<file path="src/rtl/ramp_pkg.sv">
// Shared definitions for the ramp pattern generator and checker:
// sample width, step codes and the legal step values behind each code.
package ramp_pkg;

    localparam int RAMP_W = 12;

    typedef logic [RAMP_W-1:0] ramp_t;

    // Step codes carried on Y / det_Y
    typedef enum logic [1:0] {
        Y0    = 2'b00,
        Y1    = 2'b01,
        Y16   = 2'b10,
        Y1290 = 2'b11
    } y_code_e;

    // Step value (deltaY) selected by each code
    localparam ramp_t DELTA_Y0    = ramp_t'(0);
    localparam ramp_t DELTA_Y1    = ramp_t'(1);
    localparam ramp_t DELTA_Y16   = ramp_t'(16);
    localparam ramp_t DELTA_Y1290 = ramp_t'(1290);

    // Checker tracking states
    typedef enum logic [1:0] {
        ST_IDLE    = 2'b00,
        ST_ACQUIRE = 2'b01,
        ST_TRACK   = 2'b10
    } chk_state_e;

endpackage

</file>
<file path="src/rtl/ramp_step_decode.sv">
// Computes the modulo-4096 step between two ramp samples and classifies it
// against the legal step set. Purely combinational.
module ramp_step_decode
    import ramp_pkg::*;
(
    input  logic [RAMP_W-1:0] smp,
    input  logic [RAMP_W-1:0] prev,
    output logic              legal,
    output logic [1:0]        code
);

    ramp_t step;

    // Unsigned subtraction in RAMP_W bits gives the wrapped step directly
    assign step = smp - prev;

    // Map the step onto its code; anything outside the set is illegal
    always_comb begin
        // NOTE: outputs get defaults before the case so no path leaves them unassigned (no latch).
        legal = 1'b1;
        code  = Y0;
        case (step)
            DELTA_Y0:    code = Y0;
            DELTA_Y1:    code = Y1;
            DELTA_Y16:   code = Y16;
            DELTA_Y1290: code = Y1290;
            default: begin
                legal = 1'b0;
                code  = Y0;
            end
        endcase
    end

endmodule

</file>
<file path="config.mk">
export PLATFORM = sky130hd
export DESIGN_NAME = ramp_step_decode
export DESIGN_NICKNAME = d
export VERILOG_FILES = /design/src/rtl/ramp_pkg.sv /design/src/rtl/ramp_step_decode.sv
export SDC_FILE = /design/constraint.sdc
export NUM_CORES = 1
export LEC_CHECK = 0
export ABC_CLOCK_PERIOD_IN_PS = 3200
export CAP_MARGIN = 20
export CORE_MARGIN = 1
export CORE_UTILIZATION = 48
export DETAILED_ROUTE_END_ITERATION = 8
export MAX_ROUTING_LAYER = met4
export PLACE_DENSITY = 0.94
export SETUP_SLACK_MARGIN = 0.05
export SYNTH_ARGS = -nofsm -noshare
export SYNTH_HDL_FRONTEND = slang
export SYNTH_SLANG_ARGS = --single-unit
</file>
<file path="constraint.sdc">
create_clock -name vclk -period 3.2
set_input_delay 0.64 -clock vclk [all_inputs]
set_output_delay 0.64 -clock vclk [all_outputs]
set_load 0.01 [all_outputs]
</file>
==> results.yml, run 1 <==
synth:
  synth_area_per_cell_um2: 7.16
  netlist_area_um2: 766
  yosysSeqAreaShare_pct: 0
  syn_nets: 143
  yosys.area.top_type_share_pct: 18.0
  netlist.top_cell.by_area: "ha_1"
  synth.top_cells.by_area: "ha_1, inv_1, a211oi_1"
  syn_inst: 107
  synth.distinct_cells: 43
  yosysWarnings: 0
place:
  gp_congestion: 0.867
  dp_hpwl_um: 2200
  portBuffers: 27
  post-place-cells: 172
clock_tree:
  postCtsSetupRepairBufs: 4
  cts_resized: 77
  postCtsHoldBufs: 0
run_status:
  firstError: "[ERROR DPL-0033] detailed placement checks failed during check placement."
  status: "stopped before the end"
  lastStage: "clock tree synthesis"
die:
  die_w_um: 41.9
  initial_core_util_pct: 50.8
  rows: 14
  fp.dieH_um: 41.9
  ioPinCount: 27
[kinds of logic after synthesis]
family / after synthesis / share of synthesized area [%]
compound gates: 42 / 40.9
xor+xnor: 4 / 4.58
buf+inv: 16 / 8.01
fa+ha+maj: 12 / 20.6
simple gates: 33 / 26.0
[synth_stat cells, types with 2 or more instances]
cell type,count
nor2_1,5
nor2b_1,3
a211oi_1,5
nor3_1,5
and3_1,2
o21a_1,4
nand2b_1,2
o2111ai_1,3
ha_1,11
xnor2_1,3
o21ai_0,7
a21o_1,2
a21oi_1,5
nand3b_1,2
inv_1,15
nand4_1,2
nand2_1,5
[metrics by stage]
step,cell area (um2),worst slack (ns)
after floorplan,781,0.0379
after global placement,1240,-0.949
after detailed placement,1240,-1.10
==> inputs of run 2 (changes only) <==
--- a/config.mk
+++ b/config.mk
@@ -7,12 +7,10 @@
 export LEC_CHECK = 0
 export ABC_CLOCK_PERIOD_IN_PS = 3200
 export CAP_MARGIN = 20
-export CORE_MARGIN = 1
-export CORE_UTILIZATION = 48
+export CORE_AREA = 2 2 63 65
 export DETAILED_ROUTE_END_ITERATION = 8
-export MAX_ROUTING_LAYER = met4
-export PLACE_DENSITY = 0.94
-export SETUP_SLACK_MARGIN = 0.05
+export DIE_AREA = 0 0 65 67
+export PLACE_DENSITY_LB_ADDON = 0.15
 export SYNTH_ARGS = -nofsm -noshare
 export SYNTH_HDL_FRONTEND = slang
 export SYNTH_SLANG_ARGS = --single-unit
==> run 2 against run 1 <==
  * The flow now finishes, with violations (negative setup slack)
  * Synthesized cell count did not move
  * Synthesized area did not move
==> results.yml, run 2 <==
critical_path:
  cp_slowest_cell: "fa_2"
  critPathArrivalTime_ns: 2.68
  worstSetupPathType: "in2out"
  critPathLaunchType: "input pin"
  crit_family: "compound AO/OA/AOI/OAI gates"
  max_stage_delay_ns: 0.37
  cp_common_cell: "a211oi_2"
  cp_max_fo: 3
  crit_buf_inv: 4
  worstPathCellList: "buf_6 -> inv_4 -> ha_4 -> fa_2 -> nor2b_4 -> o31ai_4 -> a211o_1 -> a211oi_2 -> buf_4 -> o2111ai_4 -> a211oi_2 -> buf_2"
  worstPathRequired_ns: 2.56
  crit_cells: 12
  end_kind: "output pin"
global_routing:
  track_usage_pct: 12.6
  grt-ovfl-total: 0
  grt_pass1_wl_um: 4460
  antenna_found_initial: 0
  grt_pass1_vias: 1050
  grt_max_degree: 9
routing:
  totalWireLength_um: 2770
  drtAntennaViolNets: 0
  drc: 0
  viasPerCell: 4.78
  drt-wirelength-per-cell_um: 12.9
  first_pass_iters: 4
  drt_iter0_drc: 14
  via_count: 1028
die:
  fp.dieH_um: 67
  ioPinCount: 27
  initial_core_util_pct: 21.2
  coreArea_um2: 3610
  rows: 22
  dieArea_um2: 4360
  die_w_um: 65
synth:
  netlist_area_um2: 766
  syn_nets: 143
  netlist.top_cell.by_area: "ha_1"
  synth.most_common_cell: "inv_1"
  synth.top_cells.by_area: "ha_1, inv_1, a211oi_1"
  syn_inst: 107
  yosysSeqAreaShare_pct: 0
  yosys.area.top_type_share_pct: 18.0
  yosys-top-cells-count: "inv_1, ha_1, o21ai_0"
  synth.distinct_cells: 43
  synth_area_per_cell_um2: 7.16
  yosysWarnings: 0
timing:
  rsz0062_at_grt: "yes"
  max_freq_mhz: 301
  drv_slew: 0
  timing.final.crit_share_pct: 104
  worst_slack_ns: -0.121
  max_slew_margin_pct: 74.5
  hold_viol_final: 0
  setup_violations: 3
  worstMarginPinSlew_ns: 0.379
  fin_setup_tns_ns: -0.340
  min_period_ns: 3.32
finish:
  most-common-layout-cells: "buf_4, ha_4, inv_2"
  drive_gt1_share_pct: 56.3
  seq_cells: 0
  num-nets-final: 205
  regArea_um2: 0
  fillers: 378
  syn_to_final_growth_pct: 115
  n_clock_buffer: 0
  final_common_cell: "buf_4"
  diodes: 0
  multi_input_area_um2: 1020
  fin_util_pct: 45.6
run_status:
  violations: "negative setup slack"
  status: "finished with violations"
clock_tree:
  postCtsHoldBufs: 0
power_and_ir_drop:
  total_power_uw: 319
  power.density_nw_per_um2: 194
  max-vdd-ir-drop_v: 0.0000798
  power.leakage_uw: 0.000713
place:
  pre_cts_ws_ns: -1.10
  gp_congestion: 0.727
  portBuffers: 27
  dp_hpwl_um: 1920
worst_hold_path:
  min_path_cells: 7
  holdCritPathClass: "in2out"
flow_run:
  drv_cap: 0
[run 2: cell counts after synthesis]
No cell type changed its count.
[run 2: logic make-up (layout without fill, tap and decap cells)]
group	after synthesis	count (layout)	synth area share, %
adder cells (fa/ha/maj)	12	12	20.6
XOR/XNOR	4	4	4.58
AO/OA/AOI/OAI	42	42	40.9
AND/OR/NAND/NOR	33	33	26.0
buffers and inverters	16	76	8.01
[run 2: layout make-up]
type	count	area share [%]
repair buffers	61	31.0
multi-input cells	91	61.8
inverters	15	3.57
well taps	48	3.65
[run 2: per-stage QoR]
| stage | area, um2 | cells | hold slack, ns |
|---|---|---|---|
| floorplan | 771 | 107 | 1.62 |
| global placement | 1280 | 206 | 2.59 |
| detailed placement | 1280 | 206 | 2.59 |
| CTS | 1560 | 215 | 1.91 |
| global route | 1650 | 215 | 1.96 |
| finish | 1650 | 215 | 1.93 |
[run 2: worst paths after layout]
kind	from	to	slack (ns)
worst min-delay path	prev[0]	code[0]	1.93
worst max-delay path	smp[0]	legal	-0.12
[run 2: timing repair]
| item | 4_1_cts | 5_1_grt |
|---|---|---|
| resized for setup | 82 | 23 |
| setup buffers | 9 | 0 |
| endpoints found under the setup margin | 3 | 3 |
| pin swaps | 26 | 19 |
[run 2: report_power, final]
group	total, uW	internal [uW]	switching (uW)
clock	0	0	0
sequential	0	0	0
combinational	319	174	145
[run 2: routing by layer]
| layer | track usage, % | share of wire (%) | up-vias |
|---|---|---|---|
| met5 | 0 | 0 | - |
| li1 | - | - | 534 |
| met4 | 2.66 | 0.51 | 0 |
| met1 | 14.3 | 43 | 476 |
| met2 | 25.9 | 54 | 16 |
| met3 | 0.169 | 2.3 | 2 |
Power figures use the tool's default switching activity.
==> inputs of run 3 (changes only) <==
--- a/config.mk
+++ b/config.mk
@@ -14,3 +14,4 @@
 export SYNTH_ARGS = -nofsm -noshare
 export SYNTH_HDL_FRONTEND = slang
 export SYNTH_SLANG_ARGS = --single-unit
+export TNS_END_PERCENT = 50
==> run 3 against run 2 <==
  * The run still ends with negative setup slack left
  * Non-clock buffer count did not move
  * Utilization rose by 0.45 points
  * Wire length rose by 1.7%
  * Die area did not move
  * Worst setup slack got worse by 0.032 ns
  * Combinational power rose by 2%
  * Sequential share of layout area did not move
  * Clock-buffer cell count did not move
  * Largest cell class unchanged
  * Largest power group unchanged
==> results.yml, run 3 (synthesized netlist as in run 2, its figures left out) <==
routing:
  drt_iter0_drc: 15
  first_pass_iters: 4
  viasPerCell: 4.87
  totalWireLength_um: 2820
  via_count: 1047
  drc: 0
  drt-wirelength-per-cell_um: 13.1
  drtAntennaViolNets: 0
die:
  die_w_um: 65
  rows: 22
  initial_core_util_pct: 21.2
  ioPinCount: 27
  fp.dieH_um: 67
  dieArea_um2: 4360
  coreArea_um2: 3610
finish:
  diodes: 0
  multi_input_area_um2: 1030
  n_clock_buffer: 0
  seq_cells: 0
  final_common_cell: "buf_4"
  fin_util_pct: 46.1
  regArea_um2: 0
  num-nets-final: 205
  fillers: 375
  most-common-layout-cells: "buf_4, ha_4, clkdlybuf4s50_1, dlygate4sd2_1"
  syn_to_final_growth_pct: 117
  drive_gt1_share_pct: 55.1
timing:
  setup_violations: 3
  max_slew_margin_pct: 74.8
  max_freq_mhz: 298
  worst_slack_ns: -0.152
  whs_ns: 1.92
  drv_slew: 0
  worstMarginPinSlew_ns: 0.375
  hold_viol_final: 0
  min_period_ns: 3.35
  rsz0062_at_grt: "yes"
  timing.final.crit_share_pct: 105
global_routing:
  antenna_found_initial: 0
  grt_pass1_wl_um: 4380
  grt_max_degree: 9
  grt-ovfl-total: 0
  track_usage_pct: 12.4
  grt_pass1_vias: 1042
critical_path:
  critPathArrivalTime_ns: 2.71
  end_kind: "output pin"
  critPathLaunchType: "input pin"
  worstPathRequired_ns: 2.56
  worstSetupPathType: "in2out"
  cp_max_fo: 3
power_and_ir_drop:
  power.leakage_uw: 0.000711
  max-vdd-ir-drop_v: 0.0000752
  power.density_nw_per_um2: 196
run_status:
  status: "finished with violations"
  violations: "negative setup slack"
place:
  dp_hpwl_um: 1920
  portBuffers: 27
  gp_congestion: 0.727
worst_hold_path:
  holdCritPathClass: "in2out"
  min_path_cells: 7
flow_run:
  drv_cap: 0
-- run 3: timing repair --
item,CTS,global route
setup buffers,8,1
hold buffers,0,0
pin swaps,21,24
setup endpoints to repair,3,3
gates cloned,0,0
endpoints found under the hold margin,0,0
gates resized for setup,73,33
-- run 3: report_power, final --
group	internal (uW)	switching [uW]
registers	0	0
clock network	0	0
logic	177	149
total	177	149
-- run 3: path summary, 6_finish.rpt --
path | endpoint | slack (ns) | start
setup / recovery | legal | -0.15 | smp[0]
hold / removal | code[0] | 1.92 | prev[0]
-- run 3: metal layers --
metal  global-route usage [%]  wire length [um]  vias to the layer above
met5                        0                 0                        -
met4                     1.86                 0                        0
met3                        0                49                        0
met2                     25.8              1590                       12
met1                     14.1              1180                      507
li1                         -                 -                      528
-- run 3: layout make-up --
cell class                 instances  share of cell area (%)
tap                               48                    3.61
timing repair buffer              61                    30.7
multi-input combinational         91                    62.1
inverter                          15                    3.54
-- run 3: worst max-delay path: stages --
cell and delay (ns):
buf_6 0.07, inv_4 0.03, ha_4 0.15, fa_2 0.39
nor2b_4 0.18, o31ai_4 0.08, a211o_1 0.28, a211oi_2 0.24
buf_4 0.17, o2111ai_4 0.11, a211oi_2 0.22, buf_2 0.15
-- run 3: stage by stage --
| step | worst slack (ns) | cells | instance area, um2 | TNS, ns | power, uW |
|---|---|---|---|---|---|
| floorplan | -0.00451 | 107 | 771 | -0.00451 | 125 |
| global placement | -1.02 | 206 | 1280 | -3.00 | 220 |
| detailed placement | -1.10 | 206 | 1280 | -3.21 | 221 |
| CTS | -0.223 | 214 | 1510 | -0.634 | 282 |
| global route | -0.244 | 215 | 1660 | -0.677 | 352 |
| finish | -0.152 | 215 | 1660 | -0.430 | 326 |
